**src/rtl/bit_serial_adder_pkg.sv**
```systemverilog
`default_nettype none
// ============================================================================
// Module   : bit_serial_adder_pkg
// Purpose  : Shared state encoding and default width for the bit-serial adder.
// Revision : 1.0 - initial release
// ============================================================================
package bit_serial_adder_pkg;

  localparam int DEFAULT_WIDTH = 8;

  typedef enum logic [1:0] {
    IDLE  = 2'd0,
    SHIFT = 2'd1,
    DONE  = 2'd2
  } state_t;

endpackage
`default_nettype wire

```
**src/rtl/bit_serial_adder_fa_cell.sv**
```systemverilog
`default_nettype none
// ============================================================================
// Module   : serial_fa_cell
// Purpose  : Single full-adder cell with the B input gated by en.
// Revision : 1.0 - initial release
// ============================================================================
module serial_fa_cell (
  input  logic a,
  input  logic b,
  input  logic en,
  input  logic cin,
  output logic s,
  output logic cout
);

  logic b_eff;

  assign b_eff = b & en;
  assign s     = a ^ b_eff ^ cin;
  assign cout  = (a & b_eff) | (a & cin) | (b_eff & cin);

endmodule
`default_nettype wire

```
**src/rtl/bit_serial_adder.sv**
```systemverilog
`default_nettype none
// ============================================================================
// Module   : bit_serial_adder
// Purpose  : LSB-first serial adder (sum = A + (B & en)) with parallel result.
// Revision : 1.0 - initial release
// ============================================================================
module bit_serial_adder
  import bit_serial_adder_pkg::*;
#(
  parameter int WIDTH = DEFAULT_WIDTH
) (
  input  logic             clk,
  input  logic             rst_n,
  input  logic             start,
  input  logic             clr,
  input  logic             bit_valid,
  input  logic             a_bit,
  input  logic             b_bit,
  input  logic             en,
  output logic             busy,
  output logic             done,
  output logic [WIDTH-1:0] sum,
  output logic             carry_out
);

  localparam int             CNT_W = $clog2(WIDTH);
  localparam logic [CNT_W-1:0] LAST_BIT = CNT_W'(WIDTH - 1);

  state_t           state;
  state_t           next_state;
  logic [CNT_W-1:0] cnt;
  logic             carry;
  logic             fa_s;
  logic             fa_cout;
  logic             last_bit;

  serial_fa_cell u_fa (
    .a    (a_bit),
    .b    (b_bit),
    .en   (en),
    .cin  (carry),
    .s    (fa_s),
    .cout (fa_cout)
  );

  assign last_bit = bit_valid && (cnt == LAST_BIT);

  always_ff @(posedge clk or negedge rst_n) begin
    if (!rst_n) begin
      state <= IDLE;
    end else begin
      state <= next_state;
    end
  end

  always_comb begin
    next_state = state;
    if (clr) begin
      next_state = IDLE;
    end else begin
      case (state)
        IDLE:    if (start) next_state = SHIFT;
        SHIFT:   if (last_bit) next_state = DONE;
        DONE:    next_state = IDLE;
        default: next_state = IDLE;
      endcase
    end
  end

  // Datapath; carry_out only updates on the final bit so it holds between runs.
  always_ff @(posedge clk or negedge rst_n) begin
    if (!rst_n) begin
      cnt       <= '0;
      carry     <= 1'b0;
      sum       <= '0;
      carry_out <= 1'b0;
    end else if (clr) begin
      cnt       <= '0;
      carry     <= 1'b0;
      sum       <= '0;
      carry_out <= 1'b0;
    end else begin
      case (state)
        IDLE: begin
          if (start) begin
            cnt   <= '0;
            carry <= 1'b0;
            sum   <= '0;
          end
        end
        SHIFT: begin
          if (bit_valid) begin
            carry <= fa_cout;
            sum   <= {fa_s, sum[WIDTH-1:1]};
            cnt   <= cnt + CNT_W'(1);
            if (last_bit) carry_out <= fa_cout;
          end
        end
        default: ;
      endcase
    end
  end

  assign busy = (state == SHIFT);
  assign done = (state == DONE);

endmodule
`default_nettype wire
```
**config.mk**
```make
export PLATFORM = sky130hd
export DESIGN_NAME = bit_serial_adder
export DESIGN_NICKNAME = d
export VERILOG_FILES = /design/src/rtl/bit_serial_adder_pkg.sv /design/src/rtl/bit_serial_adder_fa_cell.sv /design/src/rtl/bit_serial_adder.sv
export SDC_FILE = /design/constraint.sdc
export NUM_CORES = 1
export LEC_CHECK = 0
export BUFFER_PORTS_ARGS = -buffer_cell sky130_fd_sc_hd__buf_2
export CELL_PAD_IN_SITES_DETAIL_PLACEMENT = 1
export CELL_PAD_IN_SITES_GLOBAL_PLACEMENT = 2
export CORE_AREA = 5 5 54 60
export CTS_CLUSTER_DIAMETER = 100
export DETAILED_ROUTE_END_ITERATION = 8
export DIE_AREA = 0 0 59 65
export GPL_TIMING_DRIVEN = 0
export PLACE_DENSITY_LB_ADDON = 0.1
export SLEW_MARGIN = 40
export SYNTH_ARGS = -nofsm -noshare
export SYNTH_HDL_FRONTEND = slang
export SYNTH_SLANG_ARGS = --single-unit
```
**constraint.sdc**
```tcl
create_clock -name clk -period 1.43 [get_ports clk]
set_input_delay 0.2145 -clock clk [delete_from_list [all_inputs] [get_ports clk]]
set_output_delay 0.2145 -clock clk [all_outputs]
set_load 0.02 [all_outputs]
```
After elaboration in Yosys (flattened, before gate mapping):

Index checks and enable logic that the tools add are counted.

* register bits: 15
* output and inout port bits: 11
* logic and storage cells: 49
* input bits: 8

* $add $sub $neg: 1
* reductions and logical operators: 9
* multiplexer cells: 20
* equal/unequal tests: 6
* bitwise gates (word level): 8

Operator list (count)
* 2-to-1 mux 8 bit: 3
* one-hot mux 8 bit (2 select lines): 1
* 2-to-1 mux 3 bit: 3
* 2-to-1 mux 1 bit: 7
* 2-to-1 mux 2 bit: 3
* inequality test 3 bit (second input constant): 2
* one-hot mux 3 bit (2 select lines): 1
* AND reduction 3 bit: 2
* nonzero test 2 bit: 3
* bitwise AND 1 bit: 4
* one-hot mux 2 bit (2 select lines): 1
* adder 3 x 1 -> 3 bit (second input constant): 1
* == test 3 bit (second input constant): 1
* inequality test 3 x 2 -> 1 bit (second input constant): 1
* nonzero test 3 bit: 1
* == test 2 x 1 -> 1 bit (second input constant): 1
* == test 2 bit (second input constant): 1
* logical NOT 2 bit: 1
* OR 1 bit: 2
* one-hot mux 1 bit (2 select lines): 1
* AND reduction 2 bit: 1
* bitwise XOR 1 bit: 2
* logical AND 1 bit: 1

Longest topological paths before layout:

* depth in word-level cells: 8
* depth in mapped cells: 5
* gate-level depth less buffers: 5

Hierarchy:

A second synthesis with hierarchy kept.

* cells, all modules: 77
* area, all modules: 728.2 sq um

By module, submodules not included
* bit_serial_adder: sequential area each 375.4 sq um, area an instance 689.4 sq um, cells an instance 71, instances 1
* serial_fa_cell: sequential area each 0.0 sq um, area an instance 38.8 sq um, cells an instance 6, instances 1

Worst setup path after synthesis:

No wires, ideal clock.

* path type: register to register
* start point: reg cnt[0]
* end point: reg carry_out
* slack: 0.247 ns
* setup time: 0.073 ns
* arrival time: 1.110 ns
* stages on the path, launching flop included: 6
* clock period less this slack: 1.183 ns
* data required time: 1.357 ns
* buffers on the path: 0
* cells stage by stage: dfrtp_1 -> ha_1 -> ha_1 -> nand4b_2 -> or2_0 -> a21oi_2

* cells in the longest elaborated chain, start to end: 4

RTL lines
* start, declared: RTL line bit_serial_adder.sv:31 `logic [CNT_W-1:0] cnt;`
* start signal, assigned: RTL line bit_serial_adder.sv:95 `cnt <= cnt + CNT_W'(1);`
* == test 3 bit: RTL line bit_serial_adder.sv:46 `assign last_bit = bit_valid && (cnt == LAST_BIT);`
* logical AND 1 bit: RTL line bit_serial_adder.sv:46
* nonzero test 2 bit (no line)
* AND reduction 3 bit (no line)
* end signal, assigned: RTL line bit_serial_adder.sv:96 `if (last_bit) carry_out <= fa_cout;`
* end, declared: RTL line bit_serial_adder.sv:23 `output logic carry_out`

No other way between the ends.
A chain may end at the register's enable or synchronous reset.

Final worst setup path:

* start point: reg state[1]
* end point: out busy

* cells in the longest elaborated chain, start to end: 1

RTL lines
* start, declared: RTL line bit_serial_adder.sv:29 `state_t state;`
* start signal, assigned: RTL line bit_serial_adder.sv:52 `state <= next_state;`
* == test 2 x 1 -> 1 bit: RTL line bit_serial_adder.sv:104 `assign busy = (state == SHIFT);`
* end, declared: RTL line bit_serial_adder.sv:20 `output logic busy,`

No other way between the ends.

==> impl_results.md <==
* 1st-iter DRT viols at 4
* Die boundary width at 59 um
* Total negative slack for setup checks at 0 ns
* TritonCTS clock tree: yes
* Leftover overflow at the end of global routing at 0
* Commonest cells after routing, fill and taps aside: sky130_fd_sc_hd__buf_2 (19), sky130_fd_sc_hd__dfrtp_1 (15), sky130_fd_sc_hd__nand2_1 (7), sky130_fd_sc_hd__nand2b_1 (6), sky130_fd_sc_hd__o22ai_1 (5)
* Highest fanout seen on the critical path at 10
* Adder and majority gate portion of the synthesized area at 0.05760
* Type of the setup path with the least slack: reg2out
* Quantity of gates resized following cts at 0
* Simple-gate share of the synthesized area at 0.2032
* Total of buffers placed on input and output ports at 18
* Final Core Density at 0.3580
* Register bit count reported by yosys at 15
* Number of hold violations in the final report at 0
* Via density at 4.839
* Via count of the first global-routing pass at 626
* Leakage power summed over all cells at 0.0004476 uW
* I/O pin total at 19
* Worst path required time at 1.22 ns
* Routed WL per cell at 13.52 um
* Period Utilization, post-route at 0.9248
* Mapped Avg Cell Area at 11.50 um2
* Final RePlAce weighted congestion at 0.6460
* Worst-case clock buffer depth at 2
* Clock Skew at 0.008273 ns
* Min-delay worst type: in2reg
* Effective utilization at floorplan at 0.2948
* Worst-Skew Late Latency at 0.28 ns
* Area inside the core boundary at 2653 um2
* Post-synth top area share at 0.4800
* Slew margin rel. at 0.7509
* Largest family of logic cells by synthesized area: simple AND/OR/NAND/NOR gates
* Mapped Area at 782.0 um2
* Max rail drop VDD at 0.4090 mV
* Tot GR Track Use at 0.09967
* Share of the yosys chip area belonging to registers at 0.4800
* Antenna violation net count after detailed routing at 0
* Critical path startpoint category: flip-flop
* Post CTS Setup Buffer Count at 0
* Post-synthesis net count at 79
* Most common cell after layout, fill and taps aside: sky130_fd_sc_hd__buf_2
* Slew @ Worst Pin at 0.3736 ns
* Total number of yosys warnings at 0
* Area overhead of the layout relative to synthesis at 21.44%
* Fraction of layout cells with a size suffix above 1 at 0.3846
* Worst hold slack at 0.2186 ns
* Antenna diode count at 0
* Synthesized instance count at 68
* RSZ-0062 raised after global routing: no
* Complex-gate fraction of the synthesized area at 0.1808
* TritonCTS buffer count at 3
* Result of the run: complete, no violations
* Site row count at 20
* HPWL after detailed placement at 1.208 mm
* Net count, final at 103
* Max H-tree Level at 1
* Xor and xnor fraction of the mapped netlist area at 0
* Clock sinks at 15
* Period minus WS final at 1.322 ns
* Mux cell area share after synthesis at 0.02880
* Overall die area at 3835 um2
* Fill cells at 316
* Clock transition at the registers of the reported paths at 0.10 ns
* Library cell occupying the most area in the post-synthesis netlist: sky130_fd_sc_hd__dfrtp_1
* Die Y at 65 um
* Number of antenna violations at the first check in global routing at 0
* Storage cell area at 375.4 um2
* Power per unit of standard cell area at 827.7 nW/um2
* Detailed-route DRC error count at 0
* Total via count after detailed routing at 600
* Fmax at 756.2 MHz
* Reported max-cap violation count at 0
* Number of max-slew violations in the final report at 0
* Top cells by area in the synthesized netlist: sky130_fd_sc_hd__dfrtp_1 (48%), sky130_fd_sc_hd__nand2b_1 (4.8%), sky130_fd_sc_hd__o32ai_2 (4.2%), sky130_fd_sc_hd__o22ai_1 (4.0%), sky130_fd_sc_hd__nand2_1 (3.4%)
* Largest net degree at the start of global routing at 16
* Setup violation total in the final timing report at 0
* Clock tree root driver cell: sky130_fd_sc_hd__clkbuf_4
* Hold bufs inserted after CTS at 1
* WP data arrival at 1.11 ns
* Crit end category: output pin
* Wire length of the first global-routing pass at 2.856 mm
* Total Routed Length at 1.677 mm
* Cell variety after synth at 26
* Number of iterations in the first detailed-routing pass at 2
* Area of the multi-input gates at 367.9 um2
[cell usage after synthesis]
cell type,count
sky130_fd_sc_hd__o32ai_2,2
sky130_fd_sc_hd__and3b_2,1
sky130_fd_sc_hd__inv_1,3
sky130_fd_sc_hd__nor3b_2,1
sky130_fd_sc_hd__dfrtp_1,15
sky130_fd_sc_hd__a21oi_1,4
sky130_fd_sc_hd__a21oi_2,1
sky130_fd_sc_hd__ha_1,2
sky130_fd_sc_hd__or2_0,1
sky130_fd_sc_hd__o21bai_1,1
sky130_fd_sc_hd__buf_6,2
sky130_fd_sc_hd__o22ai_1,5
sky130_fd_sc_hd__nor2b_1,2
sky130_fd_sc_hd__nor2b_4,1
sky130_fd_sc_hd__nand4b_2,1
sky130_fd_sc_hd__nand2_2,1
sky130_fd_sc_hd__nand2_1,7
sky130_fd_sc_hd__mux2i_4,1
sky130_fd_sc_hd__nand2b_1,6
sky130_fd_sc_hd__nor2_1,2
sky130_fd_sc_hd__o21ai_1,4
sky130_fd_sc_hd__nor2_4,1
sky130_fd_sc_hd__fa_1,1
sky130_fd_sc_hd__o31ai_2,1
sky130_fd_sc_hd__buf_2,1
sky130_fd_sc_hd__a311oi_1,1
[stage by stage]
stage | cell area (um2) | worst slack (ns) | power [uW] | instances
3_5_place_dp | 913.4 | 0.1307 | 544.2 | 119
4_1_cts | 949.7 | 0.09458 | 800.9 | 124
5_1_grt | 949.7 | 0.03552 | 841.1 | 124
6_report | 949.7 | 0.1076 | 786.1 | 124
2_1_floorplan | 782.0 | 0.2467 | 501.9 | 68
3_3_place_gp | 913.4 | 0.1274 | 542.6 | 119
[state kept, by name (all words and copies together) (netlist names)]
| signal | cells |
|---|---|
| sum | 8 |
| cnt | 3 |
| state | 2 |
| carry | 1 |
| carry_out | 1 |
[power breakdown]
group          internal, uW  switching (uW)
Clock                   108             144
Sequential              429            3.26
Combinational          40.5            61.2
[path summary, 6_finish.rpt]
| check | from | cells past startpoint | end | slack (ns) |
|---|---|---|---|---|
| worst max-delay path | state[1]$_DFFE_PN0P_ | 3 | busy | 0.11 |
| worst min-delay path | clr | 2 | sum[7]$_DFFE_PN0P_ | 0.22 |
| worst max register to register | cnt[0]$_DFFE_PN0P_ | 5 | carry_out$_DFFE_PN0P_ | 0.11 |
| worst min register to register | sum[1]$_DFFE_PN0P_ | 2 | sum[0]$_DFFE_PN0P_ | 0.54 |
| max in group asynchronous | rst_n | 2 | cnt[2]$_DFFE_PN0P_ | 0.79 |
| min in group asynchronous | rst_n | 2 | sum[0]$_DFFE_PN0P_ | 0.37 |
[kinds of logic after synthesis]
kind of cell / after synthesis
AO/OA/AOI/OAI: 19
adder cells (fa/ha/maj): 3
buffers and inverters: 6
flip-flops: 15
multiplexers: 1
AND/OR/NAND/NOR: 24
[layer usage]
metal | vias up | track usage | wire, um
li1 | 286 | - | -
met1 | 299 | 0.1409 | 841
met2 | 13 | 0.1464 | 725
met3 | 2 | 0.01793 | 88
met4 | 0 | 0.04249 | 21
met5 | - | 0 | 0
[critical path, cell delays in order, from the launching register on]
cell                      delay [ns]
sky130_fd_sc_hd__dfrtp_1        0.39
sky130_fd_sc_hd__buf_6          0.14
sky130_fd_sc_hd__nor2b_4        0.12
sky130_fd_sc_hd__buf_2          0.17
[area by class of cell]
type                            count  share of cell area
Timing Repair Buffer               19              0.1054
Multi-Input combinational cell     47              0.3874
Inverter                            3             0.01186
Clock buffer                        4             0.02767
Tap cell                           33             0.04348
Buffer                              3             0.02899
Sequential cell                    15              0.3953
(Power assumes the default switching activity.)
